File: src/rtl/ocd_stream_loader.sv
// Byte-stream image loader: parses ENTRY and load segments, drives OCD word writes, then starts the MCU.
// Optional macro LOADER_CHECKSUM_EN adds a trailing two's-complement checksum byte after the terminator.
module ocd_stream_loader #(
    parameter int XLEN          = 32,
    parameter int MEM_ADDR_BITS = 16,
    parameter int MAX_SEGMENTS  = 8
) (
    input  logic                              clk,
    input  logic                              reset,
    input  logic                              in_valid,
    output logic                              in_ready,
    input  logic [7:0]                        in_data,
    output logic                              ocd_write_enable,
    output logic [MEM_ADDR_BITS-1:0]          ocd_rw_addr,
    output logic [XLEN-1:0]                   ocd_write_word,
    output logic                              start,
    output logic [XLEN-1:0]                   start_address,
    output logic                              load_done,
    output logic                              load_error,
    output logic [$clog2(MAX_SEGMENTS+1)-1:0] seg_count
);
    localparam int L   = XLEN / 8;
    localparam int LB  = $clog2(L);
    localparam int CW  = LB + 1;
    localparam int SCW = $clog2(MAX_SEGMENTS + 1);

    typedef enum logic [3:0] {
        S_ENTRY,
        S_SEG_ADDR,
        S_SEG_SIZE,
        S_DATA,
        S_WRITE,
`ifdef LOADER_CHECKSUM_EN
        S_CHECK,
`endif
        S_START,
        S_DONE,
        S_ERROR
    } state_t;

    state_t                   state_q, state_d;
    logic [CW-1:0]            byte_cnt_q, byte_cnt_d;
    logic [XLEN-1:0]          word_q, word_d;
    logic [XLEN-1:0]          entry_q, entry_d;
    logic [MEM_ADDR_BITS-1:0] ptr_q, ptr_d;
    logic [XLEN-1:0]          remain_q, remain_d;
    logic [SCW-1:0]           seg_q, seg_d;
    logic [MEM_ADDR_BITS-1:0] addr_q, addr_d;
    logic [XLEN-1:0]          wdata_q, wdata_d;
`ifdef LOADER_CHECKSUM_EN
    logic [7:0]               sum_q, sum_d;
`endif

    logic            accept;
    logic            field_done;
    logic [XLEN-1:0] field_word;
    logic            low_bits_set;

    always_comb begin
        state_d    = state_q;
        byte_cnt_d = byte_cnt_q;
        word_d     = word_q;
        entry_d    = entry_q;
        ptr_d      = ptr_q;
        remain_d   = remain_q;
        seg_d      = seg_q;
        addr_d     = addr_q;
        wdata_d    = wdata_q;
`ifdef LOADER_CHECKSUM_EN
        sum_d      = sum_q;
`endif

        unique case (state_q)
            S_ENTRY, S_SEG_ADDR, S_SEG_SIZE, S_DATA: in_ready = 1'b1;
`ifdef LOADER_CHECKSUM_EN
            S_CHECK:                                 in_ready = 1'b1;
`endif
            default:                                 in_ready = 1'b0;
        endcase

        accept       = in_valid && in_ready;
        field_done   = accept && (byte_cnt_q == CW'(L - 1));
        // Byte k of a field lands in bits [8k+7:8k]; field_word includes the byte being accepted now.
        field_word   = word_q | (XLEN'(in_data) << {byte_cnt_q, 3'b000});
        low_bits_set = |(field_word & XLEN'(L - 1));

        if (accept) begin
            byte_cnt_d = field_done ? '0 : byte_cnt_q + CW'(1);
            word_d     = field_done ? '0 : field_word;
`ifdef LOADER_CHECKSUM_EN
            sum_d      = sum_q + in_data;
`endif
        end

        unique case (state_q)
            S_ENTRY: begin
                if (field_done) begin
                    entry_d = field_word;
                    state_d = S_SEG_ADDR;
                end
            end
            S_SEG_ADDR: begin
                if (field_done) begin
                    if (low_bits_set) begin
                        state_d = S_ERROR;
                    end else begin
                        ptr_d   = MEM_ADDR_BITS'(field_word >> LB);
                        state_d = S_SEG_SIZE;
                    end
                end
            end
            S_SEG_SIZE: begin
                if (field_done) begin
                    if (field_word == '0) begin
`ifdef LOADER_CHECKSUM_EN
                        state_d = S_CHECK;
`else
                        state_d = S_START;
`endif
                    end else if (seg_q == SCW'(MAX_SEGMENTS)) begin
                        state_d = S_ERROR;
                    end else begin
                        // Exact ceil(SIZE/L) without an overflowing add near the top of the range.
                        remain_d = (field_word >> LB) + XLEN'(low_bits_set);
                        state_d  = S_DATA;
                    end
                end
            end
            S_DATA: begin
                if (field_done) begin
                    addr_d  = ptr_q;
                    wdata_d = field_word;
                    state_d = S_WRITE;
                end
            end
            S_WRITE: begin
                ptr_d    = ptr_q + MEM_ADDR_BITS'(1);
                remain_d = remain_q - XLEN'(1);
                if (remain_q == XLEN'(1)) begin
                    seg_d   = seg_q + SCW'(1);
                    state_d = S_SEG_ADDR;
                end else begin
                    state_d = S_DATA;
                end
            end
`ifdef LOADER_CHECKSUM_EN
            S_CHECK: begin
                if (accept) begin
                    state_d = ((sum_q + in_data) == 8'd0) ? S_START : S_ERROR;
                end
            end
`endif
            S_START: state_d = S_DONE;
            default: state_d = state_q;
        endcase
    end

    always_ff @(posedge clk or posedge reset) begin
        if (reset) begin
            state_q    <= S_ENTRY;
            byte_cnt_q <= '0;
            word_q     <= '0;
            entry_q    <= '0;
            ptr_q      <= '0;
            remain_q   <= '0;
            seg_q      <= '0;
            addr_q     <= '0;
            wdata_q    <= '0;
`ifdef LOADER_CHECKSUM_EN
            sum_q      <= '0;
`endif
        end else begin
            state_q    <= state_d;
            byte_cnt_q <= byte_cnt_d;
            word_q     <= word_d;
            entry_q    <= entry_d;
            ptr_q      <= ptr_d;
            remain_q   <= remain_d;
            seg_q      <= seg_d;
            addr_q     <= addr_d;
            wdata_q    <= wdata_d;
`ifdef LOADER_CHECKSUM_EN
            sum_q      <= sum_d;
`endif
        end
    end

    // Address/data are registered so they hold their last written values outside WRITE.
    assign ocd_write_enable = (state_q == S_WRITE);
    assign ocd_rw_addr      = addr_q;
    assign ocd_write_word   = wdata_q;
    assign start            = (state_q == S_START);
    assign start_address    = entry_q;
    assign load_done        = (state_q == S_DONE);
    assign load_error       = (state_q == S_ERROR);
    assign seg_count        = seg_q;

endmodule

File: config.mk
export PLATFORM = sky130hd
export DESIGN_NAME = ocd_stream_loader
export DESIGN_NICKNAME = d
export VERILOG_FILES = /design/src/rtl/ocd_stream_loader.sv
export SDC_FILE = /design/constraint.sdc
export NUM_CORES = 1
export LEC_CHECK = 0
export CORE_MARGIN = 1
export CORE_UTILIZATION = 50
export DETAILED_ROUTE_END_ITERATION = 10
export PLACE_DENSITY = 0.76
export SYNTH_ARGS = -nofsm -noshare
export SYNTH_HDL_FRONTEND = slang
export SYNTH_SLANG_ARGS = --single-unit
File: constraint.sdc
create_clock -name clk -period 7.95 [get_ports clk]
set_input_delay 1.59 -clock clk [delete_from_list [all_inputs] [get_ports clk]]
set_output_delay 1.59 -clock clk [all_outputs]
set_load 0.02 [all_outputs]
# Word-level counts from Yosys, hierarchy flattened
# Index checks and enable logic that the tools add are counted.
classes:
  bitwise: 1
  n_eq_ne: 17
  n_reduce_logical: 15
  n_addsub: 5
  mux: 19
  n_shift: 1
ops:
  columns: ["operator", "count"]
  rows:
  - ["$mux 32", 4]
  - ["$pmux 32 s2", 1]
  - ["$eq 32x1->1 const B", 1]
  - ["$logic_not 32->1", 1]
  - ["$mux 16", 2]
  - ["$or 32x32->32", 1]
  - ["$pmux 16 s2", 1]
  - ["$shl 8x6->32", 1]
  - ["$sub 32x1->32 const B", 1]
  - ["$add 30x1->31", 1]
  - ["$pmux 4 s6", 1]
  - ["$add 16x1->16 const B", 1]
  - ["$eq 4x3->1 const B", 4]
  - ["$mux 4", 4]
  - ["$ne 2x2->1 const B", 7]
  - ["$mux 3", 4]
  - ["$eq 4x2->1 const B", 2]
  - ["$reduce_and 2->1", 3]
  - ["$reduce_bool 6->1", 1]
  - ["$reduce_and 5->1", 1]
  - ["$add 4x1->4 const B", 1]
  - ["$eq 4x1->1 const B", 1]
  - ["$eq 4x4->1 const B", 1]
  - ["$logic_not 4->1", 1]
  - ["10 further kinds", 12]
totals:
  output_inout_bits: 89
  in_bits: 11
  register_bits: 171

# Depth between registers and ports, before layout
# Gate-level depths: netlist of run 1.
logic_depth:
  depth_word: 8
  mapped_depth: 13
  ltp_nobuf: 11

# Worst setup path before layout of run 1
# OpenSTA, ideal clock, no wires.
synth_path:
  kind: "input port to flip-flop"
  startpoint: "in in_data[0]"
  endpoint: "reg remain_q[26]"
  arrival_time_ps: 4126
  slack_ps: 3721
  required_time_ps: 7846
  setup_ps: 104
  stages: 12
  path_cell_list: "clkbuf_1 or2_2 a21boi_0 inv_1 ha_1 ha_1 o21ai_0 or4b_1 nand3b_4 nor4_1 xor2_1 a221oi_1"
synth_via:
  elab_chain_cells: 8
  word_cells_on_any_way: 11
  cone_classes: "add/sub (1); eq/ne (1); shift (1); mux (4); bitwise (1); reduce/logical (3)"
synth_lines:
  columns: ["item", "line", "rtl"]
  rows:
  - ["start: declaration", "12", "input logic [7:0] in_data,"]
  - ["$shl 8x6->32 *", "84", "field_word = word_q | (XLEN'(in_data) << {byte_cnt_q, 3'b000});"]
  - ["$or 32x32->32 *", "84", null]
  - ["$reduce_or 2->1", "85", "low_bits_set = |(field_word & XLEN'(L - 1));"]
  - ["$add 30x1->31", "124", "remain_d = (field_word >> LB) + XLEN'(low_bits_set);"]
  - ["$mux 32", "120", "end else if (seg_q == SCW'(MAX_SEGMENTS)) begin"]
  - ["$mux 32", "114", "if (field_word == '0) begin"]
  - ["$mux 32", "113", "if (field_done) begin"]
  - ["$pmux 32 s2", "95", "unique case (state_q)"]
  - ["end signal: assignment", "178", "remain_q <= remain_d;"]
  - ["end: declaration", "46", "logic [XLEN-1:0] remain_q, remain_d;"]
# Every way passes the cells marked *; elsewhere a longest branch is shown, timed or not. The select of a mux whose other input is x is not followed.
# A chain may end at the register's enable or synchronous reset.

# Worst setup path in the final report of run 1
# Ends and elaborated chain as after synthesis.

==> metrics.md, run 1 <==
| Metric | Value |
|---|---|
| Multi-input combinational cell area | 4060 sq um |
| CP Class | input pin to flop |
| Sink Count | between 150 and 200 |
| Final setup vio count | 0 |
| Reg clk slew, reported paths | ~0.070 ns |
| Reg-to-reg startpoint | byte_cnt_q[1]$_DFFE_PP0P_ |
| TritonCTS clock tree | yes |
| # nets final | approximately 1.0k |
| Total negative slack | 0 ns |
| Post-synthesis sequential area ratio | 0.493 |
| Reg2reg end | remain_q[26]$_DFFE_PP0P_ |
| Drt first pass iters | 5 |
| Worst EP required | 8.28 ns |
| Port Buffers | approximately 100 |
| Fill cells | around 1.4k |
| Top Ports | 100 |
| Post-CTS Setup Inserts | 0 |
| Remaining antenna violation count | 0 |
| Internal cell power | around 0.0024 W |
| Ys Warns | 0 |
| Top FF cell, synth | dfrtp_1 |
| H-tree depth reported by CTS | 4 |
| Crit. End Element | flop |
| Initial DRC count | 718 |
| Post-synth top area share | 0.493 |
| Hold depth | 2 |
| Netlist Area Pre-Place | between 8000 and 9000 sq um |
| Non-filler cells, final | approximately 1.2k |
| Final Worst Setup Slack | approximately 3.2 ns |
| Vias in the first global route | approximately 7.1k |
| Initial antenna violation count | 0 |
| Min cycle time layout | approximately 4.7 ns |
| Hold path endpoint | start_address[11]$_DFFE_PP0P_ |
| Hold Path Origin | start_address[11]$_DFFE_PP0P_ |
| Pwr per Cell Area | approximately 390 nW/um^2 |
| Layout cell share with drive strength beyond 1 | 0.0836 |
| Syn Area/Cell | around 9 sq um |
| Clk_lat worst skew | 0.44 ns |
| Most frequent cells in the layout | dfrtp_1, nor2_1, clkdlybuf4s50_1 |
| Leak Pwr | about 4.4 nW |
| Wire per inst | 19.1 microns |
| R2R depth | 11 |
| Die height | 133 microns |
| Initial Util | 0.517 |
| Antenna Cells | 0 |
| Distinct cells, synth | 67 |
| Asr flop ratio synth | 1.00 |
| Switching Share | 0.416 |
| Total gr overflow | 0 |
| Via count | between 7k and 8k |
| Tot Pwr | between 0.004 and 0.005 W |
| Synth area leader | dfrtp_1 |
| Cts hold-fix bufs | 0 |
| Clk pwr share | 0.212 |
| Kind of start point of the critical path | input pin |
| Die ar. | roughly 18,000 sq um |
| Placement row count | between 40 and 50 |
| Fin crit share | 0.597 |
| Core area | 16,700 sq um |
| Largest net degree at the start of global routing | around 110 |
| Fmax | approximately 0.21 GHz |
| Sequential Power Share | 0.376 |
| Inst Count DP | roughly 1.2k |
| Largest cells by area after synthesis | dfrtp_1, nor2_1, a21oi_1, o21ai_0, nand2_1 |
| R2R setup slack | 3.64 ns |
| Die Wd | 133 microns |
| Number of synthesized flops with an enable pin | 0 |
| Endpoints failing hold | 0 |
| Mapped Nets | ~960 |
| Total GRT Usage | 0.278 |
| Total detailed-routing wirelength | around 24,000 microns |
| Synth Instances | between 900 and 1k |
| Peak VDD IR | between 0.2 and 0.3 mV |
| Slew margin rel. | 0.197 |
| Quantity of gates resized following cts | 0 |
| Final HPWL DP | between 15,000 and 20,000 microns |
| CTS Root Cell | clkbuf_16 |
| MaxCap Viol Count | 0 |
| Via/cell ratio | 6.17 |
| Max Slew Vio Count | 0 |
| RSZ-0062 raised after global routing | no |
| Setup WS pre-CTS | between 2 and 3 ns |
| Slew of the pin with the lowest slew margin | 1.20 ns |
| Final setup skew | roughly 0.007 ns |
| Synthesis-to-layout area growth | 20.7% |
| Outcome | finished clean |
| Number of synthesized register bits | 170 |
| Comb pwr share | 0.412 |
| Psw | roughly 0.0017 W |
| First-pass GRT wire length | around 38,000 microns |
| Sequential Area | 4250 sq um |
| Hold WC Path Type | flop to flop |
| CP max FO | 9 |
| Placer congestion estimate | 0.881 |
| CTS Buf Count | 17 |
| Clock Tree Buf Depth | 2 |
| Critical path arrival | between 5 and 6 ns |
| Number of remaining DRC errors | 0 |
| Leading cell type in the layout, fill and taps excluded | dfrtp_1 |
[per-layer routing]
| layer | track usage | vias to the layer above | share of wire |
|---|---|---|---|
| li1 | - | 3527 | - |
| met2 | 0.422 | 324 | 0.47 |
| met4 | 0.112 | 0 | 0.030 |
| met5 | 0 | - | 0 |
| met1 | 0.389 | 3792 | 0.43 |
| met3 | 0.0575 | 60 | 0.074 |
[cells by family after synthesis]
family / Yosys count / synth area share
and+or+nand+nor: 382 / 0.230
adders and majority gates: 10 / 0.0145
buffers and inverters: 83 / 0.0374
muxes: 25 / 0.0321
xor gates and xnor gates: 30 / 0.0305
DFF: 170 / 0.493
AOI/OAI and AO/OA: 235 / 0.163
[stage by stage]
step | cell area [sq um] | hold WS (ns) | utilization
after global routing | 10400 | 0.510 | 0.624
after detailed placement | 9820 | 0.470 | 0.588
after floorplan | 8630 | 0.472 | -
after CTS | 10400 | 0.485 | 0.624
final | 10400 | 0.481 | 0.624
after global placement | 9820 | 0.462 | 0.588
[worst max-delay path, cell delays in order]
cell             delay, ns
clkdlybuf4s50_1       0.71
or2_2                 0.18
a21boi_0              0.19
inv_1                 0.17
ha_1                  0.18
ha_1                  0.18
o21ai_0               0.14
or4b_1                0.65
nand3b_4              0.29
nor4_1                0.37
xor2_1                0.11
a221oi_1              0.31
[flip-flops by register name, summed over array words and instances, names as in the netlist]
signal and count:
ocd_write_word 32, start_address 32, remain_q 32, seg_count 4, ptr_q 16, word_q 32, ocd_rw_addr 16, byte_cnt_q 3
state_q 3
[synthesized netlist by cell type, types with 15 or more instances]
cell / count
xor2_1: 16
inv_1: 29
clkbuf_1: 39
dfrtp_1: 170
nand2_1: 78
nand3_1: 15
o21ai_0: 71
nor2_1: 124
nor3_1: 50
mux2_2: 21
nor4_1: 18
a21oi_1: 86
[cell type report]
type / count / area share
multi-input cells: 682 / 0.390
flip-flops and latches: 170 / 0.409
clock buffers: 19 / 0.0425
inverters: 29 / 0.0109
clock inverters: 13 / 0.0147
repair buffers: 116 / 0.107
well taps: 220 / 0.0264
[worst max path at each step]
| stage | start | to | slack [ns] | depth (start not counted) |
|---|---|---|---|---|
| after floorplan | reset | byte_cnt_q[0]$_DFFE_PP0P_ | 1.76 | 1 |
| after global placement | in_data[0] | remain_q[26]$_DFFE_PP0P_ | 2.96 | 12 |
| after detailed placement | in_data[0] | remain_q[26]$_DFFE_PP0P_ | 2.80 | 12 |
| after CTS | in_data[0] | remain_q[26]$_DFFE_PP0P_ | 3.27 | 12 |
| after global routing | in_data[0] | remain_q[26]$_DFFE_PP0P_ | 2.97 | 12 |
| final | in_data[0] | remain_q[26]$_DFFE_PP0P_ | 3.20 | 12 |
[power by group through the flow]
stage / clock network [W] / registers [W] / logic [W]
2_1_floorplan: 0 / 0.00160 / 0.000846
3_3_place_gp: 0 / 0.00151 / 0.00160
3_5_place_dp: 0 / 0.00151 / 0.00164
4_1_cts: 0.000862 / 0.00150 / 0.00165
5_1_grt: 0.000897 / 0.00156 / 0.00178
6_report: 0.000856 / 0.00151 / 0.00166
(Power assumes the default switching activity.)
==> run 2: changes to the inputs <==
--- a/config.mk
+++ b/config.mk
@@ -8,7 +8,7 @@
 export CORE_MARGIN = 1
 export CORE_UTILIZATION = 50
 export DETAILED_ROUTE_END_ITERATION = 10
-export PLACE_DENSITY = 0.76
+export PLACE_DENSITY = 0.79
 export SYNTH_ARGS = -nofsm -noshare
 export SYNTH_HDL_FRONTEND = slang
 export SYNTH_SLANG_ARGS = --single-unit
==> constraint.sdc (replaced) <==
create_clock -name clk -period 4.1 [get_ports clk]
set_input_delay 0.82 -clock clk [delete_from_list [all_inputs] [get_ports clk]]
set_output_delay 0.82 -clock clk [all_outputs]
set_load 0.02 [all_outputs]
==> run 2 against run 1 <==
Count of clock-buffer cells in the layout is 2 lower. Die area stayed put. Register-to-register slack worse by 3.1 ns. Via count is 0.40% higher. Global-route usage is 0.13 points lower. Non-clock buffer count is 32 higher. Critical path type unchanged. Critical endpoint unchanged.
==> metrics.md, run 2 (synthesis results as in run 1) <==
| Metric | Value |
|---|---|
| Met1 usage | 0.377 |
| Post-CTS Setup Inserts | 0 |
| Met2 Track Usage GR | 0.433 |
| Die Wd | around 130 microns |
| Layout cell share with drive strength beyond 1 | 0.112 |
| H-tree depth reported by CTS | 4 |
| Most frequent cells in the layout | dfrtp_1, nor2_1, clkdlybuf4s50_1 |
| Initial Util | 0.517 |
| Via/cell ratio | 6.04 |
| Die ar. | around 18,000 sq um |
| TritonCTS clock tree | yes |
| Core area | between 15,000 and 20,000 sq um |
| Total gr overflow | 0 |
| Via count | 7,734 |
| Fmax | between 0.2 and 0.3 GHz |
| Worst EP required | roughly 4.4 ns |
| Total negative slack | 0 ns |
| Placement row count | 47 |
| Crit. End Element | flop |
| Critical path arrival | ~3.9 ns |
| Slew of the pin with the lowest slew margin | approximately 0.99 ns |
| Endpoints failing hold | 0 |
| Hold Path Origin | start_address[23]$_DFFE_PP0P_ |
| Wire per inst | roughly 18 microns |
| Cts hold-fix bufs | 0 |
| Port Buffers | 99 |
| Number of remaining DRC errors | 0 |
| Final setup vio count | 0 |
| Final HPWL DP | 15,900 microns |
| MaxCap Viol Count | 0 |
| GRT Max-Usage Layer | met2 |
| Total detailed-routing wirelength | between 20,000 and 25,000 microns |
| Kind of start point of the critical path | input pin |
| Remaining antenna violation count | 0 |
| Slew margin rel. | 0.338 |
| Die height | around 130 microns |
| Top Ports | 100 |
| R2R depth | 12 |
| Total GRT Usage | 0.276 |
| Synthesis-to-layout area growth | 24.1% |
| CP Class | input pin to flop |
| Drt first pass iters | 5 |
| Hold WC Path Type | flop to flop |
| Pwr per Cell Area | 738 nW/um^2 |
| Antenna Cells | 0 |
| Routing usage on met3 | 0.0624 |
| Reg2reg end | remain_q[26]$_DFFE_PP0P_ |
| Placer congestion estimate | about 0.9 |
| CTS Root Cell | clkbuf_16 |
| Max Slew Vio Count | 0 |
| Largest net degree at the start of global routing | 89 |
| RSZ-0062 raised after global routing | no |
| Outcome | finished clean |
| # nets final | about 1.1k |
| First-pass GRT wire length | 38,500 microns |
| Quantity of gates resized following cts | 0 |
| R2R setup slack | 0.58 ns |
| Final setup skew | approximately 0.011 ns |
| Leading cell type in the layout, fill and taps excluded | dfrtp_1 |
| Hold depth | 2 |
| CP max FO | 8 |
| Sink Count | 170 |
| Fin crit share | 0.876 |
| Clock Tree Buf Depth | 2 |
| Hold path endpoint | start_address[23]$_DFFE_PP0P_ |
| Initial DRC count | 686 |
| Reg clk slew, reported paths | ~0.07 ns |
| Initial antenna violation count | 0 |
| CTS Buf Count | 17 |
| Reg-to-reg startpoint | byte_cnt_q[2]$_DFFE_PP0P_ |
| Tot Pwr | roughly 0.0079 W |
| Leak Pwr | ~4.5 nW |
| Vias in the first global route | 7,412 |
| Clk_lat worst skew | about 0.43 ns |
| Peak VDD IR | 0.471 mV |
| Min cycle time layout | between 3 and 4 ns |
[run 2: cell types whose count changed in the layout (fill, tap and decap cells not counted), sizes merged]
cell / before / now
clkbuf: 19 / 17
clkinvlp: 2 / 6
inv: 37 / 35
buf: 17 / 49
[run 2: where the power goes]
group	total [W]	leakage, nW	switching, W	internal [W]
Sequential	0.00291	2.21	0.000611	0.00230
Clock	0.00166	0.282	0.000736	0.000921
Combinational	0.00333	2.02	0.00189	0.00144
Total	0.00790	4.51	0.00324	0.00466
[run 2: how the worst max path moves through the flow]
stage | from | endpoint | depth (start not counted)
floorplan | byte_cnt_q[2]$_DFFE_PP0P_ | remain_q[26]$_DFFE_PP0P_ | 13
global placement | in_data[2] | remain_q[26]$_DFFE_PP0P_ | 12
detailed placement | in_data[2] | remain_q[26]$_DFFE_PP0P_ | 12
CTS | in_data[2] | remain_q[26]$_DFFE_PP0P_ | 12
global route | in_data[2] | remain_q[26]$_DFFE_PP0P_ | 12
finish | in_data[2] | remain_q[26]$_DFFE_PP0P_ | 12
[run 2: worst max-delay path, cell delays in order]
cell             delay (ns)
clkdlybuf4s50_1        0.51
nor4b_1                0.34
nor2_1                 0.11
inv_1                  0.09
ha_1                   0.18
ha_1                   0.18
o21ai_0                0.15
or4b_1                 0.53
nand3b_4               0.24
nor4_1                 0.37
xor2_1                 0.12
a221oi_1               0.29
[run 2: layout make-up]
type | instances | area [sq um]
multi-input cells | 682 | 4060
clock buffers | 17 | 425
clock inverters | 15 | 183
repair buffers | 148 | 1400
inverters | 29 | 113
well taps | 220 | 275
flip-flops and latches | 170 | 4250
fillers | 1356 | 6000
[run 2: through the flow]
step / instance area (sq um) / utilization / instances / hold slack, ns / setup slack [ns]
finish: 10700 / 0.641 / 1281 / 0.484 / 0.508
detailed placement: 10100 / 0.604 / 1249 / 0.474 / 0.0946
global placement: 10100 / 0.604 / 1249 / 0.463 / 0.227
floorplan: 8630 / - / 935 / 0.472 / 0.541
global route: 10700 / 0.641 / 1281 / 0.511 / 0.209
CTS: 10700 / 0.641 / 1281 / 0.490 / 0.542
[run 2: metal layers]
layer / up-vias / part of all wire
li1: 3581 / -
met1: 3745 / 0.42
met2: 360 / 0.47
met3: 48 / 0.085
met4: 0 / 0.022
met5: - / 0
==> run 3: changes to the inputs <==
--- a/config.mk
+++ b/config.mk
@@ -8,7 +8,7 @@
 export CORE_MARGIN = 1
 export CORE_UTILIZATION = 50
 export DETAILED_ROUTE_END_ITERATION = 10
-export PLACE_DENSITY = 0.79
+export PLACE_DENSITY_LB_ADDON = 0.25
 export SYNTH_ARGS = -nofsm -noshare
 export SYNTH_HDL_FRONTEND = slang
 export SYNTH_SLANG_ARGS = --single-unit
==> run 3 against run 2 <==
Non-clock buffer count up 3. Core utilization about the same. Clock skew down 0.0012 ns. Sequential share of layout area about the same. Sequential power about the same. Register-to-register slack worse by 0.11 ns. Clock power down 7%. Global-route usage up 1.1 points. Routed wire length up 2.7%. Fmax down 2.0%. Critical path depth unchanged. Count of clock-buffer cells in the layout up 3.
==> metrics.md, run 3 (synthesis results as in run 1) <==
| Metric | Value |
|---|---|
| Outcome | finished clean |
| CP Launch Point | in_data[2] |
| Via/cell ratio | 5.96 |
| Post-CTS Setup Inserts | 0 |
| Hold Path Origin | start_address[27]$_DFFE_PP0P_ |
| Final setup skew | between 0.009 and 0.01 ns |
| Max Slew Vio Count | 0 |
| Worst EP required | ~4.4 ns |
| Remaining antenna violation count | 0 |
| Reg clk slew, reported paths | around 0.070 ns |
| Via count | around 7.7k |
| Port Buffers | between 90 and 100 |
| Crit. End Element | flop |
| Leading cell type in the layout, fill and taps excluded | dfrtp_1 |
| Antenna Cells | 0 |
| CP max FO | 8 |
| Initial DRC count | between 800 and 900 |
| Slew of the pin with the lowest slew margin | approximately 1.1 ns |
| Wire per inst | 18.8 microns |
| Die ar. | around 18,000 sq um |
| Number of remaining DRC errors | 0 |
| TritonCTS clock tree | yes |
| Kind of start point of the critical path | input pin |
| Quantity of gates resized following cts | 0 |
| Final HPWL DP | between 15,000 and 20,000 microns |
| Vias in the first global route | roughly 7.5k |
| Die Wd | ~130 microns |
| Total detailed-routing wirelength | ~24,000 microns |
| Clk_lat worst skew | 0.44 ns |
| Critical path arrival | about 4 ns |
| H-tree depth reported by CTS | 4 |
| Placer congestion estimate | approximately 0.9 |
| Sink Count | 170 |
| Die height | 133 microns |
| Peak VDD IR | ~0.42 mV |
| Final setup vio count | 0 |
| CTS Buf Count | 17 |
| Initial Util | 0.517 |
| RSZ-0062 raised after global routing | no |
| Pwr per Cell Area | 732 nW/um^2 |
| Fin crit share | 0.894 |
| Total negative slack | 0 ns |
| Cts hold-fix bufs | 0 |
| Slew margin rel. | 0.236 |
| CTS Root Cell | clkbuf_16 |
| First-pass GRT wire length | 39,700 microns |
| Endpoints failing hold | 0 |
| Core area | about 17,000 sq um |
| Clock Tree Buf Depth | 2 |
| Hold WC Path Type | flop to flop |
| Layout cell share with drive strength beyond 1 | 0.115 |
| Largest net degree at the start of global routing | 56 |
| Reg-to-reg startpoint | byte_cnt_q[0]$_DFFE_PP0P_ |
| Placement row count | 47 |
| Inst Count DP | around 1.3k |
| CP Class | input pin to flop |
| Non-filler cells, final | about 1.3k |
| Synthesis-to-layout area growth | 24.1% |
| Min cycle time layout | ~3.7 ns |
| Leak Pwr | roughly 4.5 nW |
| Initial antenna violation count | 0 |
| Top Ports | 100 |
| MaxCap Viol Count | 0 |
| Fill cells | between 1k and 1.5k |
| Total GRT Usage | 0.287 |
| Most frequent cells in the layout | dfrtp_1, nor2_1, clkdlybuf4s50_1 |
| Total gr overflow | 0 |
| Fmax | between 0.2 and 0.3 GHz |
| Drt first pass iters | 5 |
| # nets final | 1,072 |
-- run 3: cell count changes in the layout (fill, tap and decap cells not counted) --
cell        before  now
clkbuf_8         0    3
buf_12           3    5
bufinv_16        2    0
clkinv_2         0    2
clkinvlp_4       6    4
buf_4           46   47
clkinv_8         1    0
-- run 3: stage by stage --
stage               total power [W]   util  worst slack, ns  area (sq um)  hold slack, ns
floorplan                   0.00474      -            0.541          8630           0.472
global placement            0.00617  0.607            0.253         10100           0.464
detailed placement          0.00625  0.607            0.104         10100           0.469
CTS                         0.00783  0.641            0.554         10700           0.483
global route                0.00830  0.641            0.174         10700           0.511
finish                      0.00784  0.641            0.434         10700           0.481
-- run 3: path summary, 6_finish.rpt --
check	to	slack, ns	cells past startpoint
worst max-delay path	remain_q[26]$_DFFE_PP0P_	0.43	12
worst min-delay path	start_address[27]$_DFFE_PP0P_	0.48	2
max in group asynchronous	ocd_write_word[6]$_DFFE_PP0P_	2.42	3
min in group asynchronous	remain_q[13]$_DFFE_PP0P_	0.92	2
worst max register to register	remain_q[26]$_DFFE_PP0P_	0.47	11
worst min register to register	start_address[27]$_DFFE_PP0P_	0.48	2
-- run 3: final cells by class --
cell class / instances / area (sq um) / area share
multi-input cells: 682 / 4060 / 0.379
flip-flops and latches: 170 / 4250 / 0.397
inverters: 29 / 113 / 0.0105
clock inverters: 12 / 101 / 0.00946
well taps: 220 / 275 / 0.0257
repair buffers: 151 / 1440 / 0.135
clock buffers: 20 / 467 / 0.0436
-- run 3: metal layers --
layer	track usage	part of all wire	wire (microns)	vias to the layer above
li1	-	-	-	3601
met1	0.400	0.44	10700	3723
met2	0.442	0.47	11300	276
met3	0.0597	0.062	1500	49
met4	0.106	0.025	595	2
met5	0.0167	0.0017	41	-
-- run 3: worst max-delay path, cell delays in order --
cell and delay, ns:
clkdlybuf4s50_1 0.51, nor4b_1 0.35, nor2_1 0.13, inv_1 0.11, ha_1 0.17, ha_1 0.19
o21ai_0 0.14, or4b_1 0.52, nand3b_4 0.23, nor4_1 0.41, xor2_1 0.12, a221oi_1 0.29
-- run 3: where the power goes --
part	switching (W)	internal, W	leakage [nW]
combinational	0.00192	0.00145	2.04
sequential	0.000618	0.00230	2.21
clock	0.000710	0.000840	0.276
total	0.00325	0.00459	4.53
